File: config.mk
export PLATFORM = sky130hd
export DESIGN_NAME = mem_access_seq
export DESIGN_NICKNAME = d
export VERILOG_FILES = /design/src/rtl/mem_access_seq.sv
export SDC_FILE = /design/constraint.sdc
export NUM_CORES = 1
export LEC_CHECK = 0
export ABC_CLOCK_PERIOD_IN_PS = 3280
export CAP_MARGIN = 15
export CORE_ASPECT_RATIO = 0.75
export CORE_MARGIN = 2
export CORE_UTILIZATION = 40
export CTS_CLUSTER_SIZE = 12
export DETAILED_ROUTE_END_ITERATION = 8
export PLACE_DENSITY = 0.79
export SLEW_MARGIN = 20
export SYNTH_ARGS = -nofsm -noshare
export SYNTH_HDL_FRONTEND = slang
export SYNTH_SLANG_ARGS = --single-unit
export TNS_END_PERCENT = 10
File: constraint.sdc
create_clock -name clock -period 3.28 [get_ports clock]
set_clock_uncertainty 0.15 [all_clocks]
set_input_delay 0.492 -clock clock [delete_from_list [all_inputs] [get_ports clock]]
set_output_delay 0.492 -clock clock [all_outputs]
set_load 0.005 [all_outputs]
File: src/rtl/mem_access_seq.sv
// mem_access_seq: memory-stage load/store sequencer (plain read, read-modify-write, direct write).
// Define MEM_MISALIGN_TRAP_EN to add the misalign output and trap misaligned half/word accesses.
module mem_access_seq #(
    parameter int MEM_LAT = 1
) (
    input  logic        clock,
    input  logic        reset,
    input  logic        start,
    input  logic        is_store,
    input  logic [1:0]  size,
    input  logic        load_unsigned,
    input  logic [31:0] addr,
    input  logic [31:0] wdata,
    output logic [31:0] mem_addr,
    output logic        mem_wr,
    output logic [31:0] mem_wdata,
    input  logic [31:0] mem_rdata,
    output logic [31:0] merge_word,
    output logic [1:0]  ls_sel,
    input  logic [31:0] merged_in,
    output logic [31:0] load_data,
    output logic        busy,
`ifdef MEM_MISALIGN_TRAP_EN
    output logic        misalign,
`endif
    output logic        done
);

    typedef enum logic [2:0] {
        S_IDLE,
        S_RD,
        S_MRG,
        S_MCAP,
        S_WR,
        S_DONE
    } state_t;

    localparam logic [1:0] SZ_NOP  = 2'b00;
    localparam logic [1:0] SZ_BYTE = 2'b01;
    localparam logic [1:0] SZ_HALF = 2'b10;
    localparam logic [1:0] SZ_WORD = 2'b11;

    state_t      state;
    logic [2:0]  cnt_q;
    logic        is_store_q;
    logic [1:0]  size_q;
    logic        unsigned_q;
    logic [29:0] word_addr_q;
    logic [31:0] word_q;
    logic        misaligned_start;

    // Loads always take the low lane of the fetched word.
    function automatic logic [31:0] extend_load(input logic [31:0] word,
                                                input logic [1:0]  sz,
                                                input logic        zero_ext);
        logic [31:0] res;
        case (sz)
            SZ_BYTE: res = {{24{~zero_ext & word[7]}}, word[7:0]};
            SZ_HALF: res = {{16{~zero_ext & word[15]}}, word[15:0]};
            default: res = word;
        endcase
        return res;
    endfunction

`ifdef MEM_MISALIGN_TRAP_EN
    assign misaligned_start = ((size == SZ_HALF) && addr[0]) ||
                              ((size == SZ_WORD) && (addr[1:0] != 2'b00));
`else
    logic unused_addr_lsbs;
    assign misaligned_start = 1'b0;
    assign unused_addr_lsbs = ^addr[1:0];
`endif

    assign merge_word = word_q;

    always_ff @(posedge clock) begin
        if (reset) begin
            state       <= S_IDLE;
            cnt_q       <= 3'd0;
            is_store_q  <= 1'b0;
            size_q      <= SZ_NOP;
            unsigned_q  <= 1'b0;
            word_addr_q <= 30'd0;
            word_q      <= 32'd0;
            mem_addr    <= 32'd0;
            mem_wr      <= 1'b0;
            mem_wdata   <= 32'd0;
            ls_sel      <= SZ_NOP;
            load_data   <= 32'd0;
            busy        <= 1'b0;
            done        <= 1'b0;
`ifdef MEM_MISALIGN_TRAP_EN
            misalign    <= 1'b0;
`endif
        end else begin
            // NOTE: single-cycle strobes default low here with non-blocking assignments;
            // the state arms below override them for the one cycle they must be high.
            mem_wr <= 1'b0;
            ls_sel <= SZ_NOP;
            done   <= 1'b0;
`ifdef MEM_MISALIGN_TRAP_EN
            misalign <= 1'b0;
`endif
            case (state)
                S_IDLE: begin
                    if (start) begin
                        is_store_q  <= is_store;
                        size_q      <= size;
                        unsigned_q  <= load_unsigned;
                        word_addr_q <= addr[31:2];
                        busy        <= 1'b1;
                        if ((size == SZ_NOP) || misaligned_start) begin
                            state <= S_DONE;
                            done  <= 1'b1;
`ifdef MEM_MISALIGN_TRAP_EN
                            misalign <= misaligned_start;
`endif
                        end else if (is_store && (size == SZ_WORD)) begin
                            state     <= S_WR;
                            mem_wr    <= 1'b1;
                            mem_addr  <= {addr[31:2], 2'b00};
                            mem_wdata <= wdata;
                        end else begin
                            state    <= S_RD;
                            mem_addr <= {addr[31:2], 2'b00};
                            cnt_q    <= 3'(MEM_LAT - 1);
                        end
                    end
                end
                S_RD: begin
                    if (cnt_q == 3'd0) begin
                        word_q <= mem_rdata;
                        if (is_store_q) begin
                            state  <= S_MRG;
                            ls_sel <= size_q;
                        end else begin
                            state     <= S_DONE;
                            done      <= 1'b1;
                            load_data <= extend_load(mem_rdata, size_q, unsigned_q);
                        end
                    end else begin
                        cnt_q <= cnt_q - 3'd1;
                    end
                end
                S_MRG: state <= S_MCAP;
                // The merge stage output is registered, so it is only valid during MCAP.
                S_MCAP: begin
                    state     <= S_WR;
                    mem_wr    <= 1'b1;
                    mem_wdata <= merged_in;
                    mem_addr  <= {word_addr_q, 2'b00};
                end
                S_WR: begin
                    state <= S_DONE;
                    done  <= 1'b1;
                end
                S_DONE: begin
                    state <= S_IDLE;
                    busy  <= 1'b0;
                end
                default: begin
                    state <= S_IDLE;
                    busy  <= 1'b0;
                end
            endcase
        end
    end

endmodule

After elaboration in Yosys (flattened, before gate mapping)
Cells that the tools add are included.
Widths: inputs -> output; s select.
- add/sub/neg operators: 1
- equal/unequal tests: 13
- muxes and demuxes: 30
- bitwise gates (word level): 7
- reduce and logical (&&, ||, !) cells: 16
- operator list (kind ; number):
    $pmux 32 s2 ; 3
    $mux 32 ; 5
    $mux 3 ; 9
    $pmux 3 s5 ; 1
    $ne 2x2->1 const B ; 6
    $mux 1 ; 8
    $reduce_and 2->1 ; 4
    $reduce_or 4->1 ; 2
    $eq 3x2->1 const B ; 2
    $logic_not 3->1 ; 2
    $pmux 3 s2 ; 1
    $reduce_and 3->1 ; 2
    $not 1->1 ; 5
    $reduce_and 5->1 ; 1
    $eq 2x2->1 const B ; 2
    $pmux 1 s2 ; 2
    $reduce_and 4->1 ; 1
    $reduce_bool 2->1 ; 2
    $eq 3x1->1 const B ; 1
    $eq 3x3->1 const B ; 1
    $pmux 1 s3 ; 1
    $sub 3x1->3 const B ; 1
    $and 1x1->1 ; 2
    $eq 2x1->1 const B ; 1
    2 further kinds ; 2
- register bits after elaboration: 173
- input port bits: 135
- output and inout bits: 133

Longest topological paths before layout
Gate-level depths: netlist of run 1.
- depth after elaboration: 6
- mapped depth: 9
- mapped depth without buffers: 7

Worst setup path before layout of run 1
OpenSTA, ideal clock, no wires.
- path type: register -> register
- from: register size_q[0]
- to: register load_data[21]
- library setup time: 0.078 ns
- data arrival time: 1.775 ns
- required time: 3.052 ns
- setup slack: 1.277 ns
- stages on the path, launching flop included: 8
- buffers on the path: 2
- clock period less this slack: 2.003 ns
- cells stage by stage: dfxtp_1 > inv_1 > ha_1 > clkbuf_1 > a211oi_1 > buf_2 > a211oi_1 > nor3_1
- longest elaborated chain between the ends: 2
- ends and longest elaborated chain (element ; line ; RTL):
    start: declaration ; 46 ; logic [1:0] size_q;
    start signal: assignment ; 108 ; size_q <= size;
    $eq 2x2->1 or $eq 2x1->1 (tied branches) ; 57 ; case (sz)
    $pmux 32 s2 * ; 57 ;
    end signal: assignment ; 139 ; load_data <= extend_load(mem_rdata, size_q, unsigned_q);
    end: declaration ; 21 ; output logic [31:0] load_data,
Every way passes the cells marked *; elsewhere a longest branch is shown, timed or not.
A chain may end at the register's enable or synchronous reset.

Worst setup path in the final report of run 1
- from: register state[0]
- to: register load_data[31]
- longest elaborated chain between the ends: 2
- ends and longest elaborated chain (element ; line ; RTL):
    start: declaration ; 43 ; state_t state;
    start signal: assignment ; 78 ; state <= S_IDLE;
    start signal: assignment ; 113 ; state <= S_DONE;
    start signal: assignment ; 119 ; state <= S_WR;
    $eq 3x1->1 ; 104 ; case (state)
    $reduce_and 3->1 (no source line) ; n/a ;
Every way passes these cells.

==> flow_summary.rst, run 1 <==
.. list-table::
   :header-rows: 1

   * - Metric
     - Value
   * - H-tree depth
     - 4
   * - CTS tree
     - built
   * - Vias per Instance
     - 5.15
   * - CP cell instances
     - and4bb_2, nand2_1, buf_4, a211oi_1, nor3_1
   * - Worst hold stages
     - 2
   * - Total power after layout
     - 7.25 mW
   * - Distinct cell type count after synthesis
     - 39
   * - First-iteration detailed-routing DRC count
     - 399
   * - Final worst-path setup slack
     - 0.682 ns
   * - Worst R2R Start
     - state[0]
   * - Count of standard-cell rows
     - 42
   * - Normalized max-slew margin
     - 44.1%
   * - Required time worst endpoint
     - 3.42 ns
   * - Cell depth of the worst setup path
     - 5
   * - Setup slack, reg-to-reg
     - 0.68 ns
   * - Count of state elements after synthesis
     - 171
   * - RSZ-0062 raised after global routing
     - false
   * - Number of global-route vias before repair
     - 6199
   * - Routed WL
     - 21100 microns
   * - Area of combinational cells with multiple inputs
     - 3290 sq um
   * - Average detailed-routed wire length per instance
     - 16.1 microns
   * - Cell count after placement
     - 1276
   * - Leakage power figure
     - 4.04 nW
   * - Die W
     - 158 microns
   * - Max VDD drop
     - 0.000319 V
   * - Height of the chip
     - 120 microns
   * - Fraction of the cycle the final worst path needs
     - 79.2%
   * - Antenna diode count
     - 0
   * - Worst Path Arrival
     - 2.74 ns
   * - Number of cells traversed by the worst register-to-register path
     - 5
   * - Remaining antenna violation count after routing
     - 0
   * - Run status
     - completed
   * - Worst hold slack across all endpoints
     - 0.303 ns
   * - Number of top-level pins
     - 268
   * - Sum of overflow across all layers after global routing
     - 0
   * - Slowest stage cell on the critical path
     - sky130_fd_sc_hd__and4bb_2
   * - Root Buffer Master
     - sky130_fd_sc_hd__clkbuf_16
   * - Highest achievable clock rate
     - 385 MHz
   * - Top-area cell type share of the netlist area
     - 47.9%
   * - Synthesized cell area
     - 7140 sq um
   * - Delay-heaviest family, CP
     - simple AND/OR/NAND/NOR gates
   * - DRC violations left
     - 0
   * - Routed vias
     - 6727
   * - Final worst path period need
     - 2.60 ns
   * - Maximum root-to-sink buffer count
     - 2
   * - Post CTS Setup Buffer Count
     - 0
   * - Post-cts hold buffer count
     - 0
   * - Final Instance Count excl. Fillers
     - 1306
   * - Syn Inst Count
     - 833
   * - Fraction of layout instances using a drive strength above 1
     - 5.55%
   * - Final weighted congestion in routability-driven placement
     - 0.785
   * - First-pass GRT wire length
     - 32100 microns
   * - Final standard cell area without fillers
     - 10400 sq um
   * - Area growth from synthesis to layout
     - 45.6%
   * - Buffers added on ports
     - 263
   * - Fillers
     - 1601
   * - Launching element type of the critical path
     - flip-flop
   * - Number of gates resized after CTS
     - 0
   * - Hold violation total from the final report
     - 0
   * - Crit Path Class
     - reg -> reg
   * - Antenna violations before repair
     - 1
   * - Async SR Flop Fraction
     - 0%
   * - Worst min-delay path class
     - reg -> reg
   * - Aggregate negative setup slack
     - 0 ns
   * - Number of sinks driven by the clock tree
     - 171
   * - Max-capacitance violation count
     - 0
   * - Count of final setup violators
     - 0
   * - Area after DPL
     - 9830 sq um
   * - CORE AREA
     - 17600 sq um
   * - Number of max-slew violations in the final report
     - 0
   * - Pin count of the biggest net entering global routing
     - 109
   * - Worst skew pair latency
     - 0.42 ns
   * - Synth top area cells
     - sky130_fd_sc_hd__dfxtp_1 (48%), sky130_fd_sc_hd__a21oi_1 (9.8%), sky130_fd_sc_hd__mux2i_1 (8.7%)
   * - Pin slew with the least headroom to its limit
     - 0.839 ns
   * - Inserted Clock Buffers
     - 17
   * - Type of destination of the critical path
     - flip-flop
   * - Syn Area/Cell
     - 8.58 sq um
   * - Cell type with the largest total area after synthesis
     - sky130_fd_sc_hd__dfxtp_1
   * - Core Util, Final
     - 59.3%
   * - Effective utilization at floorplan
     - 40.7%
   * - Most used DFF post-synth
     - sky130_fd_sc_hd__dfxtp_1
   * - Crit Reg-Reg Endpoint
     - load_data[31]
   * - Hold path startpoint
     - merge_word[5]
   * - Number of optimization iterations in the first detailed-route pass
     - 4
   * - Area of all sequential standard cells
     - 3420 sq um
   * - Part of the Yosys area used for sequential elements
     - 47.9%
   * - Beginning of the critical path
     - state[0]
   * - Hold endpoint
     - merge_word[5]
   * - Worst path max stage delay
     - 0.87 ns
   * - Buffering stage count on the worst path with inverters included
     - 1
   * - DP Worst Slack
     - 0.666 ns
   * - Number of nets in the layout
     - 1192
   * - Overall global routing resource usage
     - 21.5%
   * - Highest net fanout along the worst path
     - 33
   * - Clock slew at reported path FFs
     - 0.07 ns
   * - Die Footprint
     - 19000 sq um
   * - EDFF count, synth
     - 0
   * - Number of warnings printed during yosys synthesis
     - 0
   * - PD cells
     - 697 nW/um^2
   * - HPWL Detailed
     - 14200 microns
cell type report:
type	instances	share of cell area, %
sequential	171	32.9
inverter	9	0.325
timing repair buffer	278	26.7
tap	242	2.91
clock buffer	21	4.62
clock inverter	9	0.866
multi-input combinational	576	31.6
logic make-up (layout without fill, tap and decap cells):
logic type / after synthesis / in the layout / share of synthesized area [%]
muxes: 65 / 65 / 9.16
DFF: 171 / 171 / 47.9
AOI/OAI and AO/OA: 240 / 240 / 19.3
and+or+nand+nor: 265 / 265 / 16.5
buffers and inverters: 87 / 317 / 6.36
other: 1 / 2 / 0.0525
adders and majority gates: 4 / 4 / 0.701
power breakdown:
group | switching [mW] | total, mW | internal [mW] | leakage [nW]
registers | 0.232 | 2.74 | 2.51 | 1.40
logic | 1.34 | 2.57 | 1.23 | 2.37
clock network | 0.821 | 1.94 | 1.12 | 0.277
cell usage in the layout (no fill, tap or decap), drive strengths merged, types with 2 or more instances in the layout:
cell type      count
clkdlybuf4s50    262
dfxtp            171
nand2            156
a21oi            140
mux2i             62
a211oi            59
nor2              36
o21ai             33
or3               31
nor3              27
clkbuf            21
buf               16
inv               10
clkinv             5
ha                 4
mux2               3
and2               2
nor4               2
o22ai              2
conb               2
clkinvlp           2
or2                2
worst max path at each step:
| stage | end | slack, ns |
|---|---|---|
| 4_1_cts | load_data[29] | 0.66 |
| 3_5_place_dp | load_data[29] | 0.67 |
| 2_1_floorplan | load_data[21] | 1.28 |
| 6_report | load_data[31] | 0.68 |
| 5_1_grt | load_data[31] | 0.50 |
| 3_3_place_gp | load_data[26] | 0.73 |
state kept, by name, summed over array words and instances (netlist names):
name	cells
done	1
size_q	2
load_data	32
unsigned_q	1
state	3
merge_word	32
mem_wr	1
ls_sel	2
mem_addr	30
busy	1
cnt_q	3
is_store_q	1
mem_wdata	32
word_addr_q	30
cell usage after synthesis (2+ instances only):
cell and count:
sky130_fd_sc_hd__dfxtp_1 171, sky130_fd_sc_hd__nand2_1 156, sky130_fd_sc_hd__a21oi_1 140, sky130_fd_sc_hd__mux2i_1 62, sky130_fd_sc_hd__a211oi_1 59, sky130_fd_sc_hd__clkbuf_1 50, sky130_fd_sc_hd__nor2_1 36, sky130_fd_sc_hd__o21ai_0 33
sky130_fd_sc_hd__or3_1 31, sky130_fd_sc_hd__nor3_1 26, sky130_fd_sc_hd__buf_2 17, sky130_fd_sc_hd__inv_1 9, sky130_fd_sc_hd__buf_12 4, sky130_fd_sc_hd__buf_6 4, sky130_fd_sc_hd__ha_1 4, sky130_fd_sc_hd__buf_4 3
sky130_fd_sc_hd__mux2_2 3, sky130_fd_sc_hd__and2_1 2, sky130_fd_sc_hd__nor4_1 2, sky130_fd_sc_hd__o22ai_1 2
worst register-to-register path, cell delays in order (launching register included):
cell and delay (ns):
sky130_fd_sc_hd__dfxtp_1 0.65, sky130_fd_sc_hd__and4bb_2 0.87, sky130_fd_sc_hd__nand2_1 0.16, sky130_fd_sc_hd__buf_4 0.29, sky130_fd_sc_hd__a211oi_1 0.28, sky130_fd_sc_hd__nor3_1 0.07
per-layer routing:
layer,GRT usage (%),up-vias,share of wire (%)
met2,35.5,205,47
met3,7.66,20,8.2
met4,6.53,0,1.3
met5,0,-,0
met1,26.2,3171,44
li1,-,3331,-
No activity file was read; power rests on OpenSTA's default activity.
==> inputs of run 2 (changes only) <==
--- a/config.mk
+++ b/config.mk
@@ -5,14 +5,14 @@
 export SDC_FILE = /design/constraint.sdc
 export NUM_CORES = 1
 export LEC_CHECK = 0
-export ABC_CLOCK_PERIOD_IN_PS = 3280
+export ABC_CLOCK_PERIOD_IN_PS = 2250
 export CAP_MARGIN = 15
 export CORE_ASPECT_RATIO = 0.75
 export CORE_MARGIN = 2
 export CORE_UTILIZATION = 40
 export CTS_CLUSTER_SIZE = 12
 export DETAILED_ROUTE_END_ITERATION = 8
-export PLACE_DENSITY = 0.79
+export PLACE_DENSITY = 0.81
 export SLEW_MARGIN = 20
 export SYNTH_ARGS = -nofsm -noshare
 export SYNTH_HDL_FRONTEND = slang
==> constraint.sdc (replaced) <==
create_clock -name clock -period 2.25 [get_ports clock]
set_clock_uncertainty 0.15 [all_clocks]
set_input_delay 0.3375 -clock clock [delete_from_list [all_inputs] [get_ports clock]]
set_output_delay 0.3375 -clock clock [all_outputs]
set_load 0.005 [all_outputs]
==> flow_summary.rst, run 2 (synthesis results as in run 1) <==
.. list-table::
   :header-rows: 1

   * - Metric
     - Value
   * - Delay-heaviest family, CP
     - simple AND/OR/NAND/NOR gates (unchanged)
   * - Antenna violations before repair
     - 0 (was 1)
   * - Worst path max stage delay
     - 0.77 ns (was 0.87 ns)
   * - Max-capacitance violation count
     - 0 (unchanged)
   * - Most common cell after layout, fill and taps aside
     - sky130_fd_sc_hd__clkdlybuf4s50_1 (unchanged)
   * - Vias per Instance
     - 5.15 (about the same)
   * - PD cells
     - 1030 nW/um^2 (was 697 nW/um^2)
   * - Inserted Clock Buffers
     - 17 (unchanged)
   * - Post CTS Setup Buffer Count
     - 0 (unchanged)
   * - Maximum root-to-sink buffer count
     - 2 (unchanged)
   * - Sum of overflow across all layers after global routing
     - 0 (unchanged)
   * - First-iteration detailed-routing DRC count
     - 546 (was 399)
   * - Routed vias
     - 6763 (was 6727)
   * - Average detailed-routed wire length per instance
     - 16.1 microns (about the same)
   * - Cell occurring most often along the worst timing path
     - sky130_fd_sc_hd__nor3_1
   * - Number of sinks driven by the clock tree
     - 171 (unchanged)
   * - Area growth from synthesis to layout
     - 47.5% (was 45.6%)
   * - CORE AREA
     - 17600 sq um (unchanged)
   * - Final weighted congestion in routability-driven placement
     - 0.795 (was 0.785)
   * - Routed WL
     - 21100 microns (about the same)
   * - Crit Reg-Reg Endpoint
     - load_data[11] (was load_data[31])
   * - Overall global routing resource usage
     - 21.8% (was 21.5%)
   * - Hold violation total from the final report
     - 0 (unchanged)
   * - Worst R2R Start
     - size_q[0] (was state[0])
   * - Buffering stage count on the worst path with inverters included
     - 1 (unchanged)
   * - Number of cells traversed by the worst register-to-register path
     - 5 (unchanged)
   * - Pin count of the biggest net entering global routing
     - 76 (was 109)
   * - CP cell instances
     - inv_1, ha_1, nor3_1, a211oi_1, nor3_1 (was and4bb_2, nand2_1, buf_4, a211oi_1, nor3_1)
   * - H-tree depth
     - 4 (unchanged)
   * - Beginning of the critical path
     - size_q[0] (was state[0])
   * - Max VDD drop
     - 0.000538 V (was 0.000319 V)
   * - Die Footprint
     - 19000 sq um (unchanged)
   * - Type of destination of the critical path
     - flip-flop (unchanged)
   * - Post-cts hold buffer count
     - 0 (unchanged)
   * - Total power after layout
     - 10.9 mW (was 7.25 mW)
   * - Worst min-delay path class
     - in -> reg (was reg -> reg)
   * - Effective utilization at floorplan
     - 40.7% (unchanged)
   * - Clock slew at reported path FFs
     - 0.07 ns (about the same)
   * - Number of max-slew violations in the final report
     - 0 (unchanged)
   * - Number of global-route vias before repair
     - 6326 (was 6199)
   * - Height of the chip
     - 120 microns (unchanged)
   * - Launching element type of the critical path
     - flip-flop (unchanged)
   * - Number of nets in the layout
     - 1199 (was 1192)
   * - Fraction of the cycle the final worst path needs
     - 91.9% (was 79.2%)
   * - Fraction of layout instances using a drive strength above 1
     - 6.16% (was 5.55%)
   * - Number of optimization iterations in the first detailed-route pass
     - 4 (unchanged)
   * - Normalized max-slew margin
     - 37.1% (was 44.1%)
   * - Count of final setup violators
     - 0 (unchanged)
   * - Antenna diode count
     - 0 (unchanged)
   * - Buffers added on ports
     - 263 (unchanged)
   * - Highest achievable clock rate
     - 483 MHz (was 385 MHz)
   * - Pin slew with the least headroom to its limit
     - 0.937 ns (was 0.839 ns)
   * - Run status
     - completed (unchanged)
   * - DRC violations left
     - 0 (unchanged)
   * - Cell depth of the worst setup path
     - 5 (unchanged)
   * - Worst Path Arrival
     - 2.25 ns (was 2.74 ns)
   * - HPWL Detailed
     - 14400 microns (was 14200 microns)
   * - Count of standard-cell rows
     - 42 (unchanged)
   * - Setup slack, reg-to-reg
     - 0.18 ns (was 0.68 ns)
   * - Area of combinational cells with multiple inputs
     - 3280 sq um (was 3290 sq um)
   * - Aggregate negative setup slack
     - 0 ns (unchanged)
   * - Fillers
     - 1566 (was 1601)
   * - CTS tree
     - built (unchanged)
   * - Number of gates resized after CTS
     - 0 (unchanged)
   * - Core Util, Final
     - 60.0% (was 59.3%)
   * - Remaining antenna violation count after routing
     - 0 (unchanged)
   * - Crit Path Class
     - reg -> reg (unchanged)
   * - RSZ-0062 raised after global routing
     - false (unchanged)
   * - Commonest cells after routing, fill and taps aside
     - sky130_fd_sc_hd__clkdlybuf4s50_1 (262), sky130_fd_sc_hd__dfxtp_1 (170), sky130_fd_sc_hd__nand2_1 (156) (unchanged)
   * - Highest net fanout along the worst path
     - 8 (was 33)
   * - First-pass GRT wire length
     - 32600 microns (was 32100 microns)
   * - Required time worst endpoint
     - 2.43 ns (was 3.42 ns)
   * - Final worst path period need
     - 2.07 ns (was 2.60 ns)
   * - Number of top-level pins
     - 268 (unchanged)
   * - Root Buffer Master
     - sky130_fd_sc_hd__clkbuf_16 (unchanged)
   * - Area of all sequential standard cells
     - 3420 sq um (unchanged)
   * - Leakage power figure
     - 4.11 nW (was 4.04 nW)
   * - Worst skew pair latency
     - 0.43 ns (was 0.42 ns)
   * - Setup crit end
     - load_data[11] (was load_data[31])
   * - Slowest stage cell on the critical path
     - sky130_fd_sc_hd__nor3_1 (was sky130_fd_sc_hd__and4bb_2)
   * - Die W
     - 158 microns (unchanged)
run 2: cell count changes in the layout (fill, tap and decap cells not counted), sizes merged:
cell	previous run	this run
clkbuf	21	17
bufinv	1	3
buf	16	23
inv	10	13
run 2: stage by stage:
stage	cell area, sq um	instances	setup WS, ns	hold WS, ns
2_1_floorplan	7150	834	0.247	0.286
3_3_place_gp	9940	1283	0.0939	0.290
3_5_place_dp	9940	1283	0.00405	0.296
4_1_cts	10500	1314	0.183	0.133
5_1_grt	10500	1314	0.0536	0.161
6_report	10500	1314	0.181	0.154
run 2: worst min path at each step:
stage                          from               to  slack (ns)  cells after the start
floorplan            word_addr_q[0]   word_addr_q[0]        0.29                      2
global placement    word_addr_q[24]  word_addr_q[24]        0.29                      2
detailed placement  word_addr_q[11]  word_addr_q[11]        0.30                      2
CTS                           reset         cnt_q[1]        0.13                      3
global route                  reset         cnt_q[1]        0.16                      3
finish                        reset         cnt_q[1]        0.15                      3
run 2: metal layers:
metal / up-vias / track usage (%) / routed length (microns)
met5: - / 0 / 0
met3: 26 / 7.62 / 1900
met1: 3174 / 26.9 / 9060
met4: 0 / 6.93 / 376
met2: 217 / 35.7 / 9800
li1: 3346 / - / -
run 2: power breakdown:
part	internal, mW	total [mW]	switching, mW	leakage, nW
combinational	1.90	3.86	1.96	2.42
sequential	3.65	4.01	0.351	1.40
clock	1.75	3.01	1.26	0.293
total	7.30	10.9	3.57	4.11
run 2: worst reg2reg max path, stage by stage, from the launching register on:
cell,delay (ns)
sky130_fd_sc_hd__dfxtp_1,0.35
sky130_fd_sc_hd__inv_1,0.07
sky130_fd_sc_hd__ha_1,0.34
sky130_fd_sc_hd__nor3_1,0.77
sky130_fd_sc_hd__a211oi_1,0.10
sky130_fd_sc_hd__nor3_1,0.21
run 2: area by class of cell:
class                      instances  share of cell area, %
clock buffer                      17                   4.04
multi-input combinational        576                   31.2
timing repair buffer             285                   27.5
clock inverter                    14                   1.62
sequential                       171                   32.5
inverter                           9                  0.321
tap                              242                   2.87
==> inputs of run 3 (changes only) <==
--- a/config.mk
+++ b/config.mk
@@ -8,7 +8,6 @@
 export ABC_CLOCK_PERIOD_IN_PS = 2250
 export CAP_MARGIN = 15
 export CORE_ASPECT_RATIO = 0.75
-export CORE_MARGIN = 2
 export CORE_UTILIZATION = 40
 export CTS_CLUSTER_SIZE = 12
 export DETAILED_ROUTE_END_ITERATION = 8
==> flow_summary.rst, run 3 (synthesis results as in run 1) <==
.. list-table::
   :header-rows: 1

   * - Metric
     - Value
   * - Met1 Use GR
     - 29.6% (was 26.9%)
   * - CORE AREA
     - 17100 sq um (was 17600 sq um)
   * - Remaining antenna violation count after routing
     - 0 (unchanged)
   * - Overall global routing resource usage
     - 23.1% (was 21.8%)
   * - DRC violations left
     - 0 (unchanged)
   * - Inserted Clock Buffers
     - 17 (unchanged)
   * - Leakage power figure
     - 4.12 nW (was 4.11 nW)
   * - Final weighted congestion in routability-driven placement
     - 0.773 (was 0.795)
   * - Clock slew at reported path FFs
     - 0.06 ns (was 0.07 ns)
   * - Count of standard-cell rows
     - 41 (was 42)
   * - Total power after layout
     - 10.9 mW (about the same)
   * - Crit Path Class
     - reg -> reg (unchanged)
   * - First-iteration detailed-routing DRC count
     - 485 (was 546)
   * - Die Footprint
     - 18400 sq um (was 19000 sq um)
   * - Sum of overflow across all layers after global routing
     - 0 (unchanged)
   * - Routed vias
     - 6742 (was 6763)
   * - Area of combinational cells with multiple inputs
     - 3290 sq um (was 3280 sq um)
   * - Number of cells traversed by the worst register-to-register path
     - 6 (was 5)
   * - Cell occurring most often along the worst timing path
     - sky130_fd_sc_hd__ha_1 (was sky130_fd_sc_hd__nor3_1)
   * - GR Layer Usage met2
     - 36.9% (was 35.7%)
   * - Final Instance Count excl. Fillers
     - 1312 (was 1314)
   * - CTS tree
     - built (unchanged)
   * - Worst hold stages
     - 3 (unchanged)
   * - Switching power
     - 3.55 mW (was 3.57 mW)
   * - Antenna violations before repair
     - 0 (unchanged)
   * - Logic pwr share
     - 35.8% (was 35.5%)
   * - First-pass GRT wire length
     - 33500 microns (was 32600 microns)
   * - Number of global-route vias before repair
     - 6316 (was 6326)
   * - H-tree depth
     - 4 (unchanged)
   * - Number of gates resized after CTS
     - 0 (unchanged)
   * - Fraction of power consumed by the clock network
     - 27.7% (about the same)
   * - Root Buffer Master
     - sky130_fd_sc_hd__clkbuf_16 (unchanged)
   * - Hold violation total from the final report
     - 0 (unchanged)
   * - Fraction of layout instances using a drive strength above 1
     - 6.41% (was 6.16%)
   * - Number of nets in the layout
     - 1203 (was 1199)
   * - RSZ-0062 raised after global routing
     - false (unchanged)
   * - Pin count of the biggest net entering global routing
     - 105 (was 76)
   * - Area of all sequential standard cells
     - 3420 sq um (unchanged)
   * - Worst min-delay path class
     - in -> reg (unchanged)
   * - Buffers added on ports
     - 263 (unchanged)
   * - CP cell instances
     - inv_1, ha_1, ha_1, a21oi_1, o2111ai_1, mux2_2 (was inv_1, ha_1, nor3_1, a211oi_1, nor3_1)
   * - Highest net fanout along the worst path
     - 4 (was 8)
   * - HPWL Detailed
     - 14500 microns (was 14400 microns)
   * - Count of final setup violators
     - 0 (unchanged)
   * - Buffering stage count on the worst path with inverters included
     - 1 (unchanged)
   * - Delay-heaviest family, CP
     - compound AO/OA/AOI/OAI gates (was simple AND/OR/NAND/NOR gates)
   * - Antenna diode count
     - 0 (unchanged)
   * - Cell count after placement
     - 1281 (was 1283)
   * - Routed WL
     - 21300 microns (was 21100 microns)
   * - Layer with the highest usage after global routing
     - met2 (unchanged)
   * - Run status
     - completed (unchanged)
   * - Post CTS Setup Buffer Count
     - 0 (unchanged)
   * - Met3 GRT Util
     - 7.11% (was 7.62%)
   * - Max VDD drop
     - 0.000526 V (was 0.000538 V)
   * - Commonest cells after routing, fill and taps aside
     - sky130_fd_sc_hd__clkdlybuf4s50_1 (262), sky130_fd_sc_hd__dfxtp_1 (170), sky130_fd_sc_hd__nand2_1 (156) (unchanged)
   * - PD cells
     - 1030 nW/um^2 (about the same)
   * - Pin slew with the least headroom to its limit
     - 0.698 ns (was 0.937 ns)
   * - Maximum root-to-sink buffer count
     - 2 (unchanged)
   * - Number of sinks driven by the clock tree
     - 171 (unchanged)
   * - Launching element type of the critical path
     - flip-flop (unchanged)
   * - Area growth from synthesis to layout
     - 48.0% (was 47.5%)
   * - Switching share of power
     - 32.4% (was 32.9%)
   * - Effective utilization at floorplan
     - 41.7% (was 40.7%)
   * - Final worst path period need
     - 1.91 ns (was 2.07 ns)
   * - Reg power frac
     - 36.4% (was 36.8%)
   * - Normalized max-slew margin
     - 53.5% (was 37.1%)
   * - Final standard cell area without fillers
     - 10600 sq um (was 10500 sq um)
   * - Height of the chip
     - 118 microns (was 120 microns)
   * - Worst Path Arrival
     - 2.07 ns (was 2.25 ns)
   * - Number of top-level pins
     - 268 (unchanged)
   * - Highest achievable clock rate
     - 522 MHz (was 483 MHz)
   * - Cell depth of the worst setup path
     - 6 (was 5)
   * - Post-cts hold buffer count
     - 0 (unchanged)
   * - Area after DPL
     - 9970 sq um (was 9940 sq um)
   * - Most common cell after layout, fill and taps aside
     - sky130_fd_sc_hd__clkdlybuf4s50_1 (unchanged)
   * - Fraction of the cycle the final worst path needs
     - 85.1% (was 91.9%)
   * - Slowest stage cell on the critical path
     - sky130_fd_sc_hd__mux2_2 (was sky130_fd_sc_hd__nor3_1)
   * - Die W
     - 156 microns (was 158 microns)
   * - Internal cell power
     - 7.39 mW (was 7.30 mW)
   * - Max-capacitance violation count
     - 0 (unchanged)
   * - Required time worst endpoint
     - 2.41 ns (was 2.43 ns)
   * - Average detailed-routed wire length per instance
     - 16.3 microns (was 16.1 microns)
   * - Worst skew pair latency
     - 0.42 ns (was 0.43 ns)
   * - Fillers
     - 1464 (was 1566)
   * - Worst path max stage delay
     - 0.36 ns (was 0.77 ns)
   * - Number of optimization iterations in the first detailed-route pass
     - 5 (was 4)
   * - Type of destination of the critical path
     - flip-flop (unchanged)
   * - Number of max-slew violations in the final report
     - 0 (unchanged)
   * - Aggregate negative setup slack
     - 0 ns (unchanged)
   * - Vias per Instance
     - 5.14 (was 5.15)
## run 3: per-layer routing
| layer | vias up | share of wire, % |
|---|---|---|
| met5 | - | 0 |
| met3 | 21 | 8.0 |
| met2 | 215 | 47 |
| met1 | 3147 | 43 |
| li1 | 3359 | - |
| met4 | 0 | 1.6 |
## run 3: final timing paths
path / slack (ns) / to / from
hold reg to reg: 0.30 / merge_word[12] / merge_word[12]
hold / removal: 0.22 / state[0] / reset
setup reg to reg: 0.34 / cnt_q[0] / cnt_q[0]
setup / recovery: 0.34 / cnt_q[0] / cnt_q[0]
## run 3: final cells by class
class | instances | area share [%]
clock buffer | 21 | 4.36
inverter | 9 | 0.320
sequential | 171 | 32.4
timing repair buffer | 289 | 27.7
multi-input combinational | 576 | 31.1
tap | 236 | 2.79
clock inverter | 10 | 1.34
## run 3: worst min-delay path, delay by kind of cell
family                 cells  cell delay (ns)
and+or+nand+nor            1             0.19
AOI/OAI and AO/OA          1             0.09
buffers and inverters      1             0.11
## run 3: stage by stage
stage               worst slack, ns  hold WS (ns)  utilization [%]
finish                        0.336         0.216             61.7
CTS                           0.321         0.196             61.7
floorplan                     0.247         0.286                -
detailed placement           0.0721         0.296             58.2
global placement              0.116         0.290             58.2
global route                  0.205         0.240             61.7
## run 3: power by group through the flow
stage / registers [mW] / clock network, mW / logic [mW]
4_1_cts: 3.99 / 3.08 / 3.95
3_5_place_dp: 4.04 / 0 / 3.93
6_report: 3.99 / 3.03 / 3.92
3_3_place_gp: 4.02 / 0 / 3.87
2_1_floorplan: 4.04 / 0 / 1.96
5_1_grt: 4.06 / 3.23 / 4.29
